**config.mk**
```make
export PLATFORM = sky130hd
export DESIGN_NAME = uart_rx
export DESIGN_NICKNAME = d
export VERILOG_FILES = /design/src/rtl/uart_rx.sv
export SDC_FILE = /design/constraint.sdc
export NUM_CORES = 1
export LEC_CHECK = 0
export BUFFER_PORTS_ARGS = -buffer_cell sky130_fd_sc_hd__buf_2
export CAP_MARGIN = 40
export CORE_UTILIZATION = 53
export DETAILED_ROUTE_END_ITERATION = 10
export PLACE_DENSITY = 0.75
export SYNTH_ARGS = -nofsm -noshare
export SYNTH_HDL_FRONTEND = slang
export SYNTH_SLANG_ARGS = --single-unit
```
**constraint.sdc**
```tcl
create_clock -name clk -period 1.8 [get_ports clk]
set_input_delay 0.36 -clock clk [delete_from_list [all_inputs] [get_ports clk]]
set_output_delay 0.36 -clock clk [all_outputs]
set_load 0.03 [all_outputs]
```
**src/rtl/uart_rx.sv**
```systemverilog
// UART receiver: 8N1 frames, LSB first, 7 data bits kept (bit 7 is always 0
// from the paired transmitter and is dropped). A single-entry holding register
// with a level valid flag, a read acknowledge, and sticky overrun reporting.
//
// state | meaning
// ------+-----------------------------------------------------------------
// IDLE  | line idle, waiting for a falling edge on the synchronized rx
// START | timing to the middle of the start bit to reject glitches
// DATA  | sampling the 8 data bits at their midpoints, LSB first
// STOP  | sampling the stop bit; high completes the character
// BREAK | stop bit was low; waiting for the line to return high
module uart_rx #(
    parameter int CLKS_PER_BIT = 868
) (
    input  logic       clk,
    input  logic       res_n,
    input  logic       rx,
    input  logic       rd,
    output logic [6:0] data,
    output logic       valid,
    output logic       frame_err,
    output logic       overrun,
    output logic       busy
);

    localparam int CW = (CLKS_PER_BIT > 1) ? $clog2(CLKS_PER_BIT) : 1;
    localparam logic [CW-1:0] CNT_LAST = CW'(CLKS_PER_BIT - 1);
    localparam logic [CW-1:0] CNT_HALF = CW'(CLKS_PER_BIT / 2 - 1);

    typedef enum logic [2:0] {
        IDLE,
        START,
        DATA,
        STOP,
        BREAK
    } state_t;

    state_t          state;
    state_t          state_nxt;
    logic            rx_meta;
    logic            rx_sync;
    logic [CW-1:0]   cnt_clk;
    logic [CW-1:0]   cnt_clk_nxt;
    logic [2:0]      cnt_bit;
    logic [2:0]      cnt_bit_nxt;
    logic [6:0]      shift;
    logic [6:0]      shift_nxt;
    logic [6:0]      data_nxt;
    logic            valid_nxt;
    logic            overrun_nxt;
    logic            frame_err_nxt;
    logic            char_done;

    // Two-flop synchronizer; both stages reset to the idle-high line level.
    always_ff @(posedge clk or negedge res_n) begin
        if (!res_n) begin
            rx_meta <= 1'b1;
            rx_sync <= 1'b1;
        end else begin
            rx_meta <= rx;
            rx_sync <= rx_meta;
        end
    end

    // State, counters, shift register and output registers.
    always_ff @(posedge clk or negedge res_n) begin
        if (!res_n) begin
            state     <= IDLE;
            cnt_clk   <= '0;
            cnt_bit   <= '0;
            shift     <= '0;
            data      <= '0;
            valid     <= 1'b0;
            overrun   <= 1'b0;
            frame_err <= 1'b0;
        end else begin
            state     <= state_nxt;
            cnt_clk   <= cnt_clk_nxt;
            cnt_bit   <= cnt_bit_nxt;
            shift     <= shift_nxt;
            data      <= data_nxt;
            valid     <= valid_nxt;
            overrun   <= overrun_nxt;
            frame_err <= frame_err_nxt;
        end
    end

    // Next-state, bit timing and holding-register update.
    always_comb begin
        state_nxt     = state;
        cnt_clk_nxt   = cnt_clk;
        cnt_bit_nxt   = cnt_bit;
        shift_nxt     = shift;
        data_nxt      = data;
        valid_nxt     = valid;
        overrun_nxt   = overrun;
        frame_err_nxt = 1'b0;
        char_done     = 1'b0;

        case (state)
            IDLE: begin
                if (!rx_sync) begin
                    cnt_clk_nxt = '0;
                    state_nxt   = START;
                end
            end
            START: begin
                if (cnt_clk == CNT_HALF) begin
                    cnt_clk_nxt = '0;
                    if (!rx_sync) begin
                        cnt_bit_nxt = '0;
                        state_nxt   = DATA;
                    end else begin
                        state_nxt   = IDLE;
                    end
                end else begin
                    cnt_clk_nxt = cnt_clk + CW'(1);
                end
            end
            DATA: begin
                if (cnt_clk == CNT_LAST) begin
                    cnt_clk_nxt = '0;
                    // Bit 7 is sampled for timing but never stored.
                    if (cnt_bit != 3'd7) begin
                        shift_nxt[cnt_bit] = rx_sync;
                    end
                    if (cnt_bit == 3'd7) begin
                        cnt_bit_nxt = '0;
                        state_nxt   = STOP;
                    end else begin
                        cnt_bit_nxt = cnt_bit + 3'd1;
                    end
                end else begin
                    cnt_clk_nxt = cnt_clk + CW'(1);
                end
            end
            STOP: begin
                if (cnt_clk == CNT_LAST) begin
                    cnt_clk_nxt = '0;
                    if (rx_sync) begin
                        char_done = 1'b1;
                        state_nxt = IDLE;
                    end else begin
                        frame_err_nxt = 1'b1;
                        state_nxt     = BREAK;
                    end
                end else begin
                    cnt_clk_nxt = cnt_clk + CW'(1);
                end
            end
            BREAK: begin
                if (rx_sync) begin
                    state_nxt = IDLE;
                end
            end
            default: begin
                state_nxt = IDLE;
            end
        endcase

        // A completing character beats a same-cycle read: the new data is
        // held and overrun only flags data that was never acknowledged.
        if (char_done) begin
            data_nxt    = shift;
            valid_nxt   = 1'b1;
            overrun_nxt = valid & ~rd;
        end else if (valid && rd) begin
            valid_nxt   = 1'b0;
            overrun_nxt = 1'b0;
        end
    end

    // Busy whenever a frame or break is in progress.
    always_comb begin
        busy = (state != IDLE);
    end

endmodule

```
==> qor.txt, run 1 <==
Final Total Pwr = 1.40 mW
CTS tree = yes
hold_ws = 0.0413 ns
placement row count = 20
Root Driver = clkbuf_4
Switching Power = 281 µW
sequential area share after synthesis = 49.0%
Comb power frac = 1.6%
P per Cell Area = 611 nW/µm²
WP data arrival = 2.04 ns
CP Data Required Time = 2.01 ns
Overall Global Routing Usage = 24.2%
Int Power = 1.12 mW
PortBufs = 14
Sw Share = 20.0%
drc violations = 0
Setup Viol. Count Final = 1
first-pass GRT wire length = 6340 µm
EDFF count, synth = 0
initial drt markers = 117
commonest non-fill, non-tap cell in the layout = dfrtp_1
met3 wire length = 270 µm
reg2reg setup slack = -0.03 ns
slowest CP cell = o41a_1
fin worst setup slack = -0.0252 ns
synthesized cell area = 1790 µm²
Max-Slew Margin vs Limit = 71.4%
minimum clock period = 1.83 ns
clock share of power = 41.8%
Die Span X = 60.2 µm
outcome = finished, violations left
DRT Wirelength = 4210 µm
# diodes = 0
crit share post-route = 101%
asr flop ratio synth = 100%
H-tree Lvls = 2
Worst Skew = 0.00445 ns
max incr delay on CP = 0.52 ns
M1 WL = 1810 µm
Via density = 6.04
initial antenna violation count = 0
CTS sink cnt = 35
ANT nets after route = 0
largest area contributor in the netlist = dfrtp_1
number of max-cap violations = 0
Clock Latency Late Sink = 0.33 ns
final hold vios = 0
Tightest Pin Transition = 0.428 ns
Achievable Freq = 548 MHz
Post-Syn Nets = 176
drt first pass iters = 4
Nets = 217
synth warn = 0
most frequent cells in the layout = dfrtp_1, buf_4, nand2_1
CP Max Fanout = 5
crit end category = flop
Post-DP HPWL = 2630 µm
hold buffer count at cts = 0
clk slew on worst S/H paths = 0.10 ns
Final Max Slew Viols = 0
Yosys cell types = 46
WS Path Type = reg2reg
io pins = 15
Layout area overhead = 28.0%
die height = 60.2 µm
pin count of the biggest net entering global routing = 36
GP Congestion = 0.843
Post-synth top flop = dfrtp_1
sequential share of power = 56.6%
WL per Instance = 16.6 µm
clk buf depth = 2
die area = 3620 µm²
met2 wire length = 1970 µm
worst hold path type = in2async
cells after synthesis = 168
Startpoint Class = flop
share of cells above drive strength 1 = 41.9%
vias in the first global route = 1,355
GRT overflow = 0
Pleak = 1.08 nW
TritonCTS Buffers = 5
failing checks = negative setup slack
RSZ-0062 raised after global routing = true
top layer in use = met4
Vias = 1,533
Yosys reg bits = 35
VDD IR-drop max = 0.631 mV
post-synth top area share = 46.0%
Critical Path, Cell by Cell = buf_6 > ha_4 > nand4bb_4 > o41a_1 > a32oi_1 > o41ai_2
Initial Util = 57.4%
largest cells by area after synthesis = dfrtp_1, mux2_2, nand3_1, nand2_1, dfstp_2
core area = 3130 µm²
Syn Area/Cell = 10.7 µm²
state kept, by name, indices dropped and copies added, names as in the netlist:
name and cells:
cnt_clk 10, data 7, shift 7, cnt_bit 3
state 3, frame_err 1, overrun 1, rx_meta 1
rx_sync 1, valid 1
layout make-up:
cell class / instances / area (µm²)
Multi-Input combinational cell: 120 / 955
Sequential cell: 35 / 880
Fill cell: 212 / 831
Timing Repair Buffer: 41 / 299
Tap cell: 44 / 55.1
Clock buffer: 6 / 51.3
Clock inverter: 2 / 35.0
Inverter: 6 / 22.5
cells by family (layout without fill, tap and decap cells):
logic type | after synthesis | count (layout) | synth area share (%)
buf+inv | 15 | 55 | 4.04
simple gates | 69 | 70 | 21.5
fa+ha+maj | 4 | 4 | 2.79
compound gates | 29 | 30 | 12.8
mux | 16 | 16 | 9.90
flops | 35 | 35 | 49.0
synth_stat cells (all sizes together), types with 2 or more instances:
| cell | n |
|---|---|
| or3 | 5 |
| nor3 | 2 |
| mux2i | 2 |
| nor2 | 7 |
| o22ai | 2 |
| a211o | 2 |
| nand3 | 14 |
| nor2b | 5 |
| a32o | 2 |
| clkbuf | 5 |
| a21oi | 4 |
| dfstp | 2 |
| ha | 4 |
| nand2 | 16 |
| buf | 4 |
| o311ai | 5 |
| dfrtp | 33 |
| o211ai | 3 |
| a21o | 2 |
| mux2 | 14 |
| inv | 6 |
| nand4 | 5 |
| and2 | 2 |
| nor3b | 2 |
| or2 | 2 |
| nand2b | 3 |
power by group through the flow:
stage / registers (mW) / logic (mW) / clock network (mW)
floorplan: 0.807 / 0.00536 / 0
global placement: 0.810 / 0.0228 / 0
detailed placement: 0.810 / 0.0236 / 0
CTS: 0.795 / 0.0236 / 0.606
global route: 0.796 / 0.0267 / 0.636
finish: 0.795 / 0.0222 / 0.587
per-stage QoR:
| stage | setup TNS, ns | util [%] | setup WS (ns) | area (µm²) | std cells |
|---|---|---|---|---|---|
| 2_1_floorplan | 0 | - | 0.00872 | 1800 | 168 |
| 3_3_place_gp | -0.00238 | 64.7 | -0.00238 | 2020 | 235 |
| 3_5_place_dp | -0.776 | 64.7 | -0.116 | 2020 | 235 |
| 4_1_cts | -0.00529 | 69.1 | -0.00509 | 2160 | 247 |
| 5_1_grt | -0.188 | 73.4 | -0.0894 | 2300 | 254 |
| 6_report | -0.0252 | 73.4 | -0.0252 | 2300 | 254 |
path summary, 6_finish.rpt:
| check | start | end | cells past startpoint |
|---|---|---|---|
| setup / recovery | cnt_clk[0]$_DFFE_PN0P_ | cnt_clk[6]$_DFFE_PN0P_ | 6 |
| hold / removal | res_n | cnt_clk[3]$_DFFE_PN0P_ | 2 |
| hold reg to reg | rx_meta$_DFF_PN1_ | rx_sync$_DFF_PN1_ | 0 |
| setup reg to reg | cnt_clk[0]$_DFFE_PN0P_ | cnt_clk[6]$_DFFE_PN0P_ | 6 |
| max in group asynchronous | res_n | rx_sync$_DFF_PN1_ | 2 |
| min in group clk | rx | rx_meta$_DFF_PN1_ | 1 |
what timing repair did:
item | CTS | global route
pin swaps | 3 | 6
buffers inserted | 3 | 6
gates cloned | 1 | 1
setup endpoints to repair | 11 | 30
gates resized for setup | 6 | 18
critical path: cells and delay by family, from the launching register on:
kind                     cells  cell delay [ns]
AND/OR/NAND/NOR              1             0.13
AO/OA/AOI/OAI                3             0.90
adder cells (fa/ha/maj)      1             0.15
buffers and inverters        1             0.12
flip-flops                   1             0.41
per-layer routing:
layer / vias to the layer above / GRT usage (%)
met5: - / 0
met4: 0 / 9.97
met3: 18 / 5.84
met1: 722 / 33.0
met2: 79 / 36.9
li1: 714 / -
Power figures use the tool's default switching activity.
==> inputs of run 2 (changes only) <==
--- a/config.mk
+++ b/config.mk
@@ -7,9 +7,10 @@
 export LEC_CHECK = 0
 export BUFFER_PORTS_ARGS = -buffer_cell sky130_fd_sc_hd__buf_2
 export CAP_MARGIN = 40
-export CORE_UTILIZATION = 53
+export CORE_UTILIZATION = 50
 export DETAILED_ROUTE_END_ITERATION = 10
-export PLACE_DENSITY = 0.75
+export PLACE_DENSITY = 0.71
+export SETUP_SLACK_MARGIN = 0.3
 export SYNTH_ARGS = -nofsm -noshare
 export SYNTH_HDL_FRONTEND = slang
 export SYNTH_SLANG_ARGS = --single-unit
==> qor.txt, run 2 (synthesized netlist as in run 1, its figures left out) <==
outcome = finished, violations left
failing checks = negative setup slack
most frequent cells in the layout = buf_4, dfrtp_1, nand2_1
CP Max Fanout = 5
Vias = 1,609
Overall Global Routing Usage = 24.3%
fill cell total of the finished layout = 210
Startpoint Class = flop
P per Cell Area = 552 nW/µm²
hold_ws = 0.102 ns
clock share of power = 41.3%
WP data arrival = 2.06 ns
die area = 3830 µm²
number of max-cap violations = 0
post-route insts no fill = 271
H-tree Lvls = 2
first-pass GRT wire length = 6440 µm
Die Span X = 61.9 µm
Switching Power = 312 µW
Root Driver = clkbuf_4
WS Path Type = reg2reg
# diodes = 0
clk buf depth = 2
Nets = 232
initial antenna violation count = 0
setup_tns = -0.0230 ns
vias in the first global route = 1,386
initial drt markers = 71
Max-Slew Margin vs Limit = 69.5%
Setup Viol. Count Final = 2
CTS sink cnt = 35
crit share post-route = 101%
ANT nets after route = 0
Post-DP Area = 2090 µm²
WL per Instance = 17.3 µm
VDD IR-drop max = 0.398 mV
commonest non-fill, non-tap cell in the layout = buf_4
worst hold path type = in2reg
final hold vios = 0
GRT overflow = 0
Clock Latency Late Sink = 0.35 ns
die height = 61.9 µm
drt first pass iters = 4
pin count of the biggest net entering global routing = 19
DRT Wirelength = 4690 µm
fin worst setup slack = -0.0223 ns
Register Area = 881 µm²
Sw Share = 22.2%
Largest register FFs = 10
share of cells above drive strength 1 = 52.0%
Worst Skew = 0.0110 ns
Multi-input gate area = 1060 µm²
placement row count = 21
core area = 3390 µm²
Comb power frac = 2.1%
post-route cell area = 2540 µm²
RSZ-0062 raised after global routing = true
GP Congestion = 0.847
Achievable Freq = 549 MHz
drc violations = 0
sequential share of power = 56.7%
crit end category = flop
Int Power = 1.09 mW
io pins = 15
Final Max Slew Viols = 0
placed instance count = 238
Layout area overhead = 41.8%
CP Data Required Time = 2.03 ns
biggest regs = cnt_clk: 10 flops, data: 7 flops, shift: 7 flops
TritonCTS Buffers = 5
Pleak = 1.18 nW
PortBufs = 14
clk slew on worst S/H paths = 0.12 ns
Initial Util = 52.9%
minimum clock period = 1.82 ns
CTS tree = yes
Via density = 5.94
Post-DP HPWL = 2670 µm
Biggest register = cnt_clk
Tightest Pin Transition = 0.457 ns
[run 2: worst max-delay path: stages (launching register included)]
cell and delay [ns]:
dfrtp_1 0.43, or3b_4 0.45, buf_6 0.14, o311ai_4 0.29, and2_4 0.26, o311ai_1 0.13
[run 2: layout make-up]
cell class,count,share of cell area [%]
Inverter,6,0.885
Clock inverter,3,1.72
Tap cell,46,2.26
Multi-Input combinational cell,120,41.8
Sequential cell,35,34.6
Clock buffer,5,1.48
Timing Repair Buffer,56,17.2
[run 2: stage by stage]
step / total power [mW] / util (%) / setup slack (ns)
finish: 1.40 / 75.0 / -0.0223
CTS: 1.41 / 69.0 / -0.0204
global placement: 0.837 / 61.5 / 0.0164
detailed placement: 0.839 / 61.5 / -0.109
floorplan: 0.812 / - / 0.0653
global route: 1.45 / 75.0 / -0.0580
[run 2: metal layers]
metal	vias up	global-route usage, %	share of wire, %	wire length, µm
met5	-	0	0	0
met3	11	6.21	6.7	314
met2	57	36.9	48	2230
met4	0	10.2	2.3	110
met1	805	33.1	43	2040
li1	736	-	-	-
[run 2: final timing paths]
kind | start | end | slack, ns | cells after the start
worst max-delay path | cnt_clk[3]$_DFFE_PN0P_ | cnt_clk[4]$_DFFE_PN0P_ | -0.02 | 5
worst min-delay path | rx | rx_meta$_DFF_PN1_ | 0.10 | 1
worst max register to register | cnt_clk[3]$_DFFE_PN0P_ | cnt_clk[4]$_DFFE_PN0P_ | -0.02 | 5
worst min register to register | rx_meta$_DFF_PN1_ | rx_sync$_DFF_PN1_ | 0.35 | 0
max in group asynchronous | res_n | state[1]$_DFFE_PN0P_ | 0.88 | 3
min in group asynchronous | res_n | cnt_clk[7]$_DFFE_PN0P_ | 0.46 | 2
[run 2: what timing repair did]
| action | 4_1_cts | 5_1_grt |
|---|---|---|
| hold buffers | 1 | 0 |
| pin swaps | 8 | 16 |
| resized for setup | 20 | 21 |
| endpoints found under the hold margin | 15 | 0 |
| buffers inserted | 10 | 12 |
| setup endpoints to repair | 31 | 33 |
| gates cloned | 2 | 0 |
[run 2: power groups by stage]
stage	sequential (mW)	combinational, mW	clock (mW)
2_1_floorplan	0.807	0.00544	0
3_3_place_gp	0.810	0.0269	0
3_5_place_dp	0.811	0.0280	0
4_1_cts	0.796	0.0296	0.587
5_1_grt	0.796	0.0338	0.616
6_report	0.796	0.0292	0.579
